[src/rtl/alu_muldiv_seq.sv]
// Sequencer for unsigned 16x16 multiply and 16/16 divide, issuing one add/subtract per
// cycle through the external ripple ALU. Shift-add multiply, restoring divide.
module alu_muldiv_seq #(
  parameter int         WIDTH    = 16,
  parameter logic [3:0] ADD_CTRL = 4'b0010,
  parameter logic [3:0] SUB_CTRL = 4'b0110
) (
  input  logic             clk,
  input  logic             rst_n,
  input  logic             start,
  input  logic             op,
  input  logic [WIDTH-1:0] opa,
  input  logic [WIDTH-1:0] opb,
  output logic             busy,
  output logic             done,
  output logic [WIDTH-1:0] res_hi,
  output logic [WIDTH-1:0] res_lo,
  output logic             div_by_zero,
  output logic [WIDTH-1:0] alu_a,
  output logic [WIDTH-1:0] alu_b,
  output logic [3:0]       alu_ctrl,
  input  logic [WIDTH-1:0] alu_result
);

  typedef enum logic [1:0] {
    S_IDLE = 2'd0,
    S_RUN  = 2'd1,
    S_DONE = 2'd2
  } state_t;

  state_t           state_q;
  logic [3:0]       cnt_q;
  logic             op_q;
  logic [WIDTH-1:0] hi_q;     // H (multiply) / R (divide)
  logic [WIDTH-1:0] lo_q;     // L (multiply) / Q (divide)
  logic [WIDTH-1:0] m_q;      // M (multiply) / D (divide)
  logic             busy_q;
  logic             done_q;
  logic             dbz_q;
  logic [WIDTH-1:0] res_hi_q;
  logic [WIDTH-1:0] res_lo_q;

  logic [WIDTH-1:0] alu_a_s;
  logic [WIDTH-1:0] alu_b_s;
  logic [3:0]       alu_ctrl_s;
  logic             b15_eff_s;
  logic             cout_s;
  logic             div_ok_s;
  logic [WIDTH:0]   sum_s;
  logic [WIDTH-1:0] hi_d;
  logic [WIDTH-1:0] lo_d;

  // ALU operand steering: the sequencer owns the ALU only while running
  always_comb begin
    alu_a_s    = opa;
    alu_b_s    = opb;
    alu_ctrl_s = ADD_CTRL;
    if (state_q == S_RUN) begin
      if (op_q) begin
        alu_a_s    = {hi_q[WIDTH-2:0], lo_q[WIDTH-1]};
        alu_b_s    = m_q;
        alu_ctrl_s = SUB_CTRL;
      end else begin
        alu_a_s    = hi_q;
        alu_b_s    = m_q;
        alu_ctrl_s = ADD_CTRL;
      end
    end else begin
      alu_a_s    = opa;
      alu_b_s    = opb;
      alu_ctrl_s = ADD_CTRL;
    end
  end

  // The ALU has no carry output; rebuild it from the MSBs and the result sign
  always_comb begin
    b15_eff_s = (alu_ctrl_s == SUB_CTRL) ? ~alu_b_s[WIDTH-1] : alu_b_s[WIDTH-1];
    cout_s    = (alu_a_s[WIDTH-1] & b15_eff_s)
              | ((alu_a_s[WIDTH-1] ^ b15_eff_s) & ~alu_result[WIDTH-1]);
  end

  // One iteration of shift-add multiply or restoring divide
  always_comb begin
    div_ok_s = 1'b0;
    sum_s    = {(WIDTH+1){1'b0}};
    hi_d     = hi_q;
    lo_d     = lo_q;
    if (op_q) begin
      div_ok_s = hi_q[WIDTH-1] | cout_s;
      hi_d     = div_ok_s ? alu_result : {hi_q[WIDTH-2:0], lo_q[WIDTH-1]};
      lo_d     = {lo_q[WIDTH-2:0], div_ok_s};
    end else begin
      sum_s = lo_q[0] ? {cout_s, alu_result} : {1'b0, hi_q};
      hi_d  = sum_s[WIDTH:1];
      lo_d  = {sum_s[0], lo_q[WIDTH-1:1]};
    end
  end

  // Control FSM, datapath registers and registered status/result outputs
  always_ff @(posedge clk) begin
    if (!rst_n) begin
      state_q  <= S_IDLE;
      cnt_q    <= 4'd0;
      op_q     <= 1'b0;
      hi_q     <= {WIDTH{1'b0}};
      lo_q     <= {WIDTH{1'b0}};
      m_q      <= {WIDTH{1'b0}};
      busy_q   <= 1'b0;
      done_q   <= 1'b0;
      dbz_q    <= 1'b0;
      res_hi_q <= {WIDTH{1'b0}};
      res_lo_q <= {WIDTH{1'b0}};
    end else begin
      done_q <= 1'b0;
      case (state_q)
        S_IDLE: begin
          if (start) begin
            op_q <= op;
            if (op && (opb == {WIDTH{1'b0}})) begin
              state_q  <= S_DONE;
              busy_q   <= 1'b0;
              dbz_q    <= 1'b1;
              res_hi_q <= opa;
              res_lo_q <= {WIDTH{1'b1}};
            end else begin
              state_q <= S_RUN;
              busy_q  <= 1'b1;
              dbz_q   <= 1'b0;
              cnt_q   <= 4'd0;
              hi_q    <= {WIDTH{1'b0}};
              lo_q    <= op ? opa : opb;
              m_q     <= op ? opb : opa;
            end
          end else begin
            state_q <= S_IDLE;
            busy_q  <= 1'b0;
          end
        end
        S_RUN: begin
          hi_q  <= hi_d;
          lo_q  <= lo_d;
          cnt_q <= cnt_q + 4'd1;
          if (cnt_q == 4'd15) begin
            state_q  <= S_DONE;
            busy_q   <= 1'b0;
            res_hi_q <= hi_d;
            res_lo_q <= lo_d;
          end else begin
            state_q <= S_RUN;
            busy_q  <= 1'b1;
          end
        end
        S_DONE: begin
          // done trails the DONE state by one cycle, landing in the following IDLE cycle
          state_q <= S_IDLE;
          busy_q  <= 1'b0;
          done_q  <= 1'b1;
        end
        default: begin
          state_q <= S_IDLE;
          busy_q  <= 1'b0;
          done_q  <= 1'b0;
        end
      endcase
    end
  end

  assign busy        = busy_q;
  assign done        = done_q;
  assign div_by_zero = dbz_q;
  assign res_hi      = res_hi_q;
  assign res_lo      = res_lo_q;
  assign alu_a       = alu_a_s;
  assign alu_b       = alu_b_s;
  assign alu_ctrl    = alu_ctrl_s;

endmodule
[config.mk]
export PLATFORM = sky130hd
export DESIGN_NAME = alu_muldiv_seq
export DESIGN_NICKNAME = d
export VERILOG_FILES = /design/src/rtl/alu_muldiv_seq.sv
export SDC_FILE = /design/constraint.sdc
export NUM_CORES = 1
export LEC_CHECK = 0
export CAP_MARGIN = 20
export CORE_AREA = 2 2 111 113
export CTS_CLUSTER_DIAMETER = 150
export DETAILED_ROUTE_END_ITERATION = 8
export DIE_AREA = 0 0 113 115
export PLACE_DENSITY_LB_ADDON = 0.1
export SKIP_LAST_GASP = 1
export SYNTH_ARGS = -nofsm -noshare
export SYNTH_HDL_FRONTEND = slang
export SYNTH_SLANG_ARGS = --single-unit
[constraint.sdc]
create_clock -name clk -period 5.7 [get_ports clk]
set_input_delay 1.71 -clock clk [delete_from_list [all_inputs] [get_ports clk]]
set_output_delay 1.71 -clock clk [all_outputs]
set_load 0.03 [all_outputs]
# Word-level counts from Yosys, hierarchy flattened
# Cells that the tools add are included.
# W data, S select, Z words.
[word_totals]
elab_cells = 75
out_inout_bits = 71
reg_bits = 90
[op_classes]
reduce_logical = 8
bitwise = 8
n_addsub = 1
eq_ne = 8
muxes = 39
[ops]
columns = ["operator", "n"]
rows = [
  ["$mux W16", 18],
  ["$pmux W16 S2", 4],
  ["$mux W17", 1],
  ["$logic_not A16 Y1", 1],
  ["$mux W4", 3],
  ["$pmux W4 S2", 1],
  ["$mux W1", 6],
  ["$mux W2", 3],
  ["$ne A2 B2 Y1 const B", 3],
  ["$reduce_and A3 Y1", 2],
  ["$add A4 B1 Y4 const B", 1],
  ["$eq A4 B3 Y1 const B", 1],
  ["$eq A4 B4 Y1 const B", 1],
  ["$pmux W2 S2", 1],
  ["$reduce_and A4 Y1", 1],
  ["$mux W3", 1],
  ["$not A1 Y1", 3],
  ["$and A1 B1 Y1", 2],
  ["$eq A2 B1 Y1 const B", 1],
  ["$eq A2 B2 Y1 const B", 1],
  ["$logic_not A2 Y1", 1],
  ["$ne A2 B1 Y1 const B", 1],
  ["$or A1 B1 Y1", 2],
  ["$pmux W1 S2", 1],
  ["4 further kinds", 4],
]

# Longest topological paths before layout
[logic_depth]
word_depth = 12
mapped_depth = 14
ltp_nobuf = 9

# Least setup slack after synthesis
# OpenSTA, ideal clock, no wires.
[synth_timing]
path_kind = "input to register"
from = "in opb[15]"
to = "reg res_hi_q[2] (netlist: res_hi[2])"
cell_stages = 9
arrival_time_ns = 3.861
setup_ns = 0.089
slack_ns = 1.750
path_buffers = 1
required_time_ns = 5.611
cell_sequence = "nand2_1 -> o21ai_0 -> mux2_2 -> ha_1 -> nor2b_2 -> buf_2 -> o21ai_0 -> a311o_1 -> a311oi_2"
[synth_between]
elab_chain_cells = 11
word_cells_on_any_way = 16
cone_classes = "1 x eq/ne; 6 x mux; 6 x bitwise; 3 x reduce/logical"
[synth_lines]
columns = ["item", "line", "text"]
rows = [
  ["start: declaration", "13", "input logic [WIDTH-1:0] opb,"],
  ["$mux W16 *", "58", "if (state_q == S_RUN) begin"],
  ["net alu_b[15]", "20", "output logic [WIDTH-1:0] alu_b,"],
  ["$not A1 Y1", "77", "b15_eff_s = (alu_ctrl_s == SUB_CTRL) ? ~alu_b_s[WIDTH-1] : alu_b_s[WIDTH-1];"],
  ["$mux W1 *", "77", ""],
  ["$xor A1 B1 Y1", "79", "| ((alu_a_s[WIDTH-1] ^ b15_eff_s) & ~alu_result[WIDTH-1]);"],
  ["$and A1 B1 Y1", "79", ""],
  ["$or A1 B1 Y1 *", "79", ""],
  ["$or A1 B1 Y1 *", "89", "div_ok_s = hi_q[WIDTH-1] | cout_s;"],
  ["$mux W16 *", "90", "hi_d = div_ok_s ? alu_result : {hi_q[WIDTH-2:0], lo_q[WIDTH-1]};"],
  ["$mux W16 *", "88", "if (op_q) begin"],
  ["$mux W16 *", "143", "if (cnt_q == 4'd15) begin"],
  ["$pmux W16 S2 *", "115", "case (state_q)"],
  ["end signal: assignment", "111", "res_hi_q <= {WIDTH{1'b0}};"],
  ["end signal: assignment", "123", "res_hi_q <= opa;"],
  ["end signal: assignment", "146", "res_hi_q <= hi_d;"],
  ["end: declaration", "40", "logic [WIDTH-1:0] res_hi_q;"],
]
# Mark *: on every way through the listed nets, which the timed path passes. The rest lies on a longest branch. The select of a mux whose other input is x is not followed.
# A chain may end at the register's enable or synchronous reset.

# Worst setup path after layout
[layout_timing]
from = "in opa[15]"
to = "out alu_a[15]"
[layout_between]
elab_chain_cells = 1
[layout_lines]
columns = ["item", "line", "text"]
rows = [
  ["start: declaration", "12", "input logic [WIDTH-1:0] opa,"],
  ["$mux W16", "58", ""],
  ["end: declaration", "19", "output logic [WIDTH-1:0] alu_a,"],
]
# No other way between the ends.

==> metrics.txt <==
status=finished with violations; failing checks=DRC; maximum fanout along the worst path=3; CP Class=in2out; Final ANT Viol Nets=0; HP Class=reg2reg; DP Worst Slack=between 0.7 and 0.8 ns; Hold Startpoint=res_lo[5]$_SDFFE_PN0P_; Worst Setup SP=opa[15]; CTS Hold Buffers Added=0; Worst Path Buf+Inv=2; Initial DRC Count=between 400 and 500; Final Skew=roughly 0.005 ns; CTS Buffer Depth=2; critical path's slowest cell=clkdlybuf4s50_1; Avg Cell Area, Syn=8.50 µm²; IR drop worst, VDD=approximately 0.00013 V; CTS sink cnt=just under 90; Critical R2R Launch=busy$_SDFF_PN0_; max incr delay on CP=0.76 ns; Worst-Margin Slew=roughly 0.99 ns; cells after synthesis=approximately 680; routed via count=roughly 5.5k; PwrDens=around 240 nW/µm²; full die area=13,000 µm²; WP data required=between 3 and 4 ns; Hold Crit Depth=2; Setup Total Neg Slack=0 ns; Post-Synth Adder-Cell Area=less than 1%; static leakage=between 2 and 3 nW; total setup buffers inserted after CTS=0; CP endpoint kind=primary output; H-tree Lvls=3; Top FF cell, synth=dfxtp_1; sequential area share after synthesis=between 30% and 40%; Cells after DPL=~890; Max-Cap Viols=0; Hold Path Sink=res_lo[5]$_SDFFE_PN0P_; Synth Area in Simple Gates=approximately a fifth; Initial Util=slightly below 50%; die height=between 100 and 150 µm; via/cell ratio=6.08; Slew Limit Fails=0; CP dominant cell by count=clkdlybuf4s50_1; width of the die=~110 µm; crit path cell chain=clkdlybuf4s50_1 -> nand2_1 -> o21ai_0 -> clkdlybuf4s50_1; diode count=0; Netlist Area Pre-Place=around 5700 µm²; post-synthesis xor/xnor area fraction=0.153%; Crit. path cell count=4; multi-input logic area=3510 µm²; Final Power=between 1.5 and 2 mW; ys async rst share=0%; Worst Setup Start Kind=input pin; Final Hold Vio Count=0; largest family of logic cells by synthesized area=compound AO/OA/AOI/OAI gates; num rows=40; crit-path leading delay family=buffers and inverters; first-pass GRT wire length=about 28,000 µm; Worst-Skew Late Latency=between 0.3 and 0.4 ns; Synth Warn #=0; CTS tree=built; DP Wirelength=11,900 µm; register bit total from synthesis=between 80 and 90; Clock Tree Root=clkbuf_16; fin crit period=5.00 ns; vias in the first global route=approximately 5.3k; Post-synth EDFFs=0; area delta synth->final=24.0%; initial antenna violation count=0; CTS clk-pin slew, worst paths=approximately 0.07 ns; post_cts resized=0; Fillers=around 1.1k; final period utilization=between 80 and 90%; final-stage net count=approximately 800; RSZ-0062 raised after global routing=false; Reg-to-Reg End=res_hi[7]$_SDFFE_PN0P_; port buffer count=approximately 120; DR WL/cell=approximately 19 µm; Global Route Usage Sum=between 20% and 30%; mux cell area share after synthesis=20.2%; fraction of layout cells with a size suffix above 1=a little over a tenth; PnR worst setup slack=0.696 ns; final wirelength=approximately 17,000 µm; CP Data Arrival Time=between 3 and 4 ns; Final Instance Count excl. Fillers=between 900 and 1k; Relative slew margins=around 34%; final number of setup-violating endpoints=0; Synth Area in Compound Gates=21.3%; residual overflow from global routing=0; flop2flop setup slack=2.00 ns; Peak Freq=200 MHz; Core ar.=11,800 µm²; Sequential Area=around 1800 µm²; TritonRoute pass-1 iters=7; worst r2r path cells=10; # DRC=7; Distinct cells, synth=53; cts bufs inserted=9; gpl congestion=0.865; IO Pins=between 100 and 150; largest net degree at the start of global routing=51
[worst max path at each step]
| stage | slack, ns | to |
|---|---|---|
| 6_report | 0.70 | alu_a[15] |
| 5_1_grt | 0.61 | alu_a[15] |
| 4_1_cts | 0.71 | alu_a[15] |
| 3_5_place_dp | 0.71 | alu_a[15] |
| 3_3_place_gp | 0.74 | alu_a[0] |
| 2_1_floorplan | 1.75 | res_hi[2]$_SDFFE_PN0P_ |
[routing by layer]
metal	vias to the layer above	global-route usage, %	wire [µm]
li1	2605	-	-
met1	2618	37.5	8010
met2	238	41.2	7820
met3	23	4.90	1250
met4	0	9.35	314
met5	-	0	0
[flip-flops by register name (all words and copies together), names as in the netlist]
signal / flops
div_by_zero: 1
state_q: 1
m_q: 16
res_lo: 16
cnt_q: 4
lo_q: 16
busy: 1
hi_q: 16
res_hi: 16
done: 1
op_q: 1
[cell usage after synthesis (15+ instances only)]
cell type / count / area (µm²)
o21ai_0: 46 / 230
nor2b_1: 17 / 106
a31oi_1: 19 / 119
a311o_1: 15 / 150
nand3_1: 19 / 95.1
nand2_1: 152 / 571
a211oi_1: 32 / 240
buf_2: 22 / 110
a21o_1: 15 / 113
nand4_1: 17 / 106
dfxtp_1: 89 / 1780
clkbuf_1: 23 / 86.3
mux2i_1: 81 / 811
mux2_2: 31 / 349
[tightest hold or removal path, delay by kind of cell, from the launching register on]
kind / cells / cell delay, ns
muxes: 1 / 0.06
DFF: 1 / 0.31
and+or+nand+nor: 1 / 0.05
[layout by cell type (no fill, tap or decap), types with 2 or more instances in the layout]
cell             netlist  layout
a31oi_1               19      19
clkbuf_16              0       9
nor2_4                 2       2
a22oi_1                2       2
nor2b_1               17      17
buf_4                  9      11
nor4_1                 2       2
a311oi_2              10      10
a311o_1               15      15
o21ai_1                2       2
clkdlybuf4s50_1        0     118
a21o_1                15      15
mux2_2                31      31
nand4_1               17      17
nand2_1              152     152
dfxtp_1               89      88
a311oi_1               6       6
inv_6                  0       2
clkinvlp_4             0       2
o211ai_1               2       2
nor2_1                 4       4
or2_2                  2       2
mux2i_1               81      81
and4b_1                2       2
nor3b_1                3       3
nand3_1               19      19
o21ai_0               46      46
a21oi_1                6       6
o21a_1                 3       3
nand2b_1               3       2
inv_1                  3       3
a211oi_1              32      32
conb_1                 2       3
ha_1                   2       2
bufinv_16              0       2
[cells by family after synthesis]
family	count (synthesis)
other cells	2
mux	112
compound gates	165
simple gates	231
flops	89
xor+xnor	1
buf+inv	73
fa+ha+maj	2
[per-stage QoR]
stage	cell area, µm²	util, %	hold slack, ns
global placement	6780	57.4	0.445
CTS	7110	60.2	0.464
finish	7120	60.3	0.462
global route	7120	60.3	0.484
floorplan	5740	-	0.438
detailed placement	6780	57.4	0.454
[power breakdown]
group | internal [mW] | total, mW | switching, mW
Sequential | 0.649 | 0.682 | 0.0325
Clock | 0.388 | 0.662 | 0.274
Combinational | 0.166 | 0.395 | 0.229
[final cells by class]
cell class | count | area share [%]
clock buffer | 9 | 3.16
clock inverter | 7 | 1.42
inverter | 4 | 0.211
multi-input combinational | 514 | 49.3
sequential | 89 | 25.0
tap | 147 | 2.58
timing repair buffer | 132 | 18.3
Power figures use the tool's default switching activity.
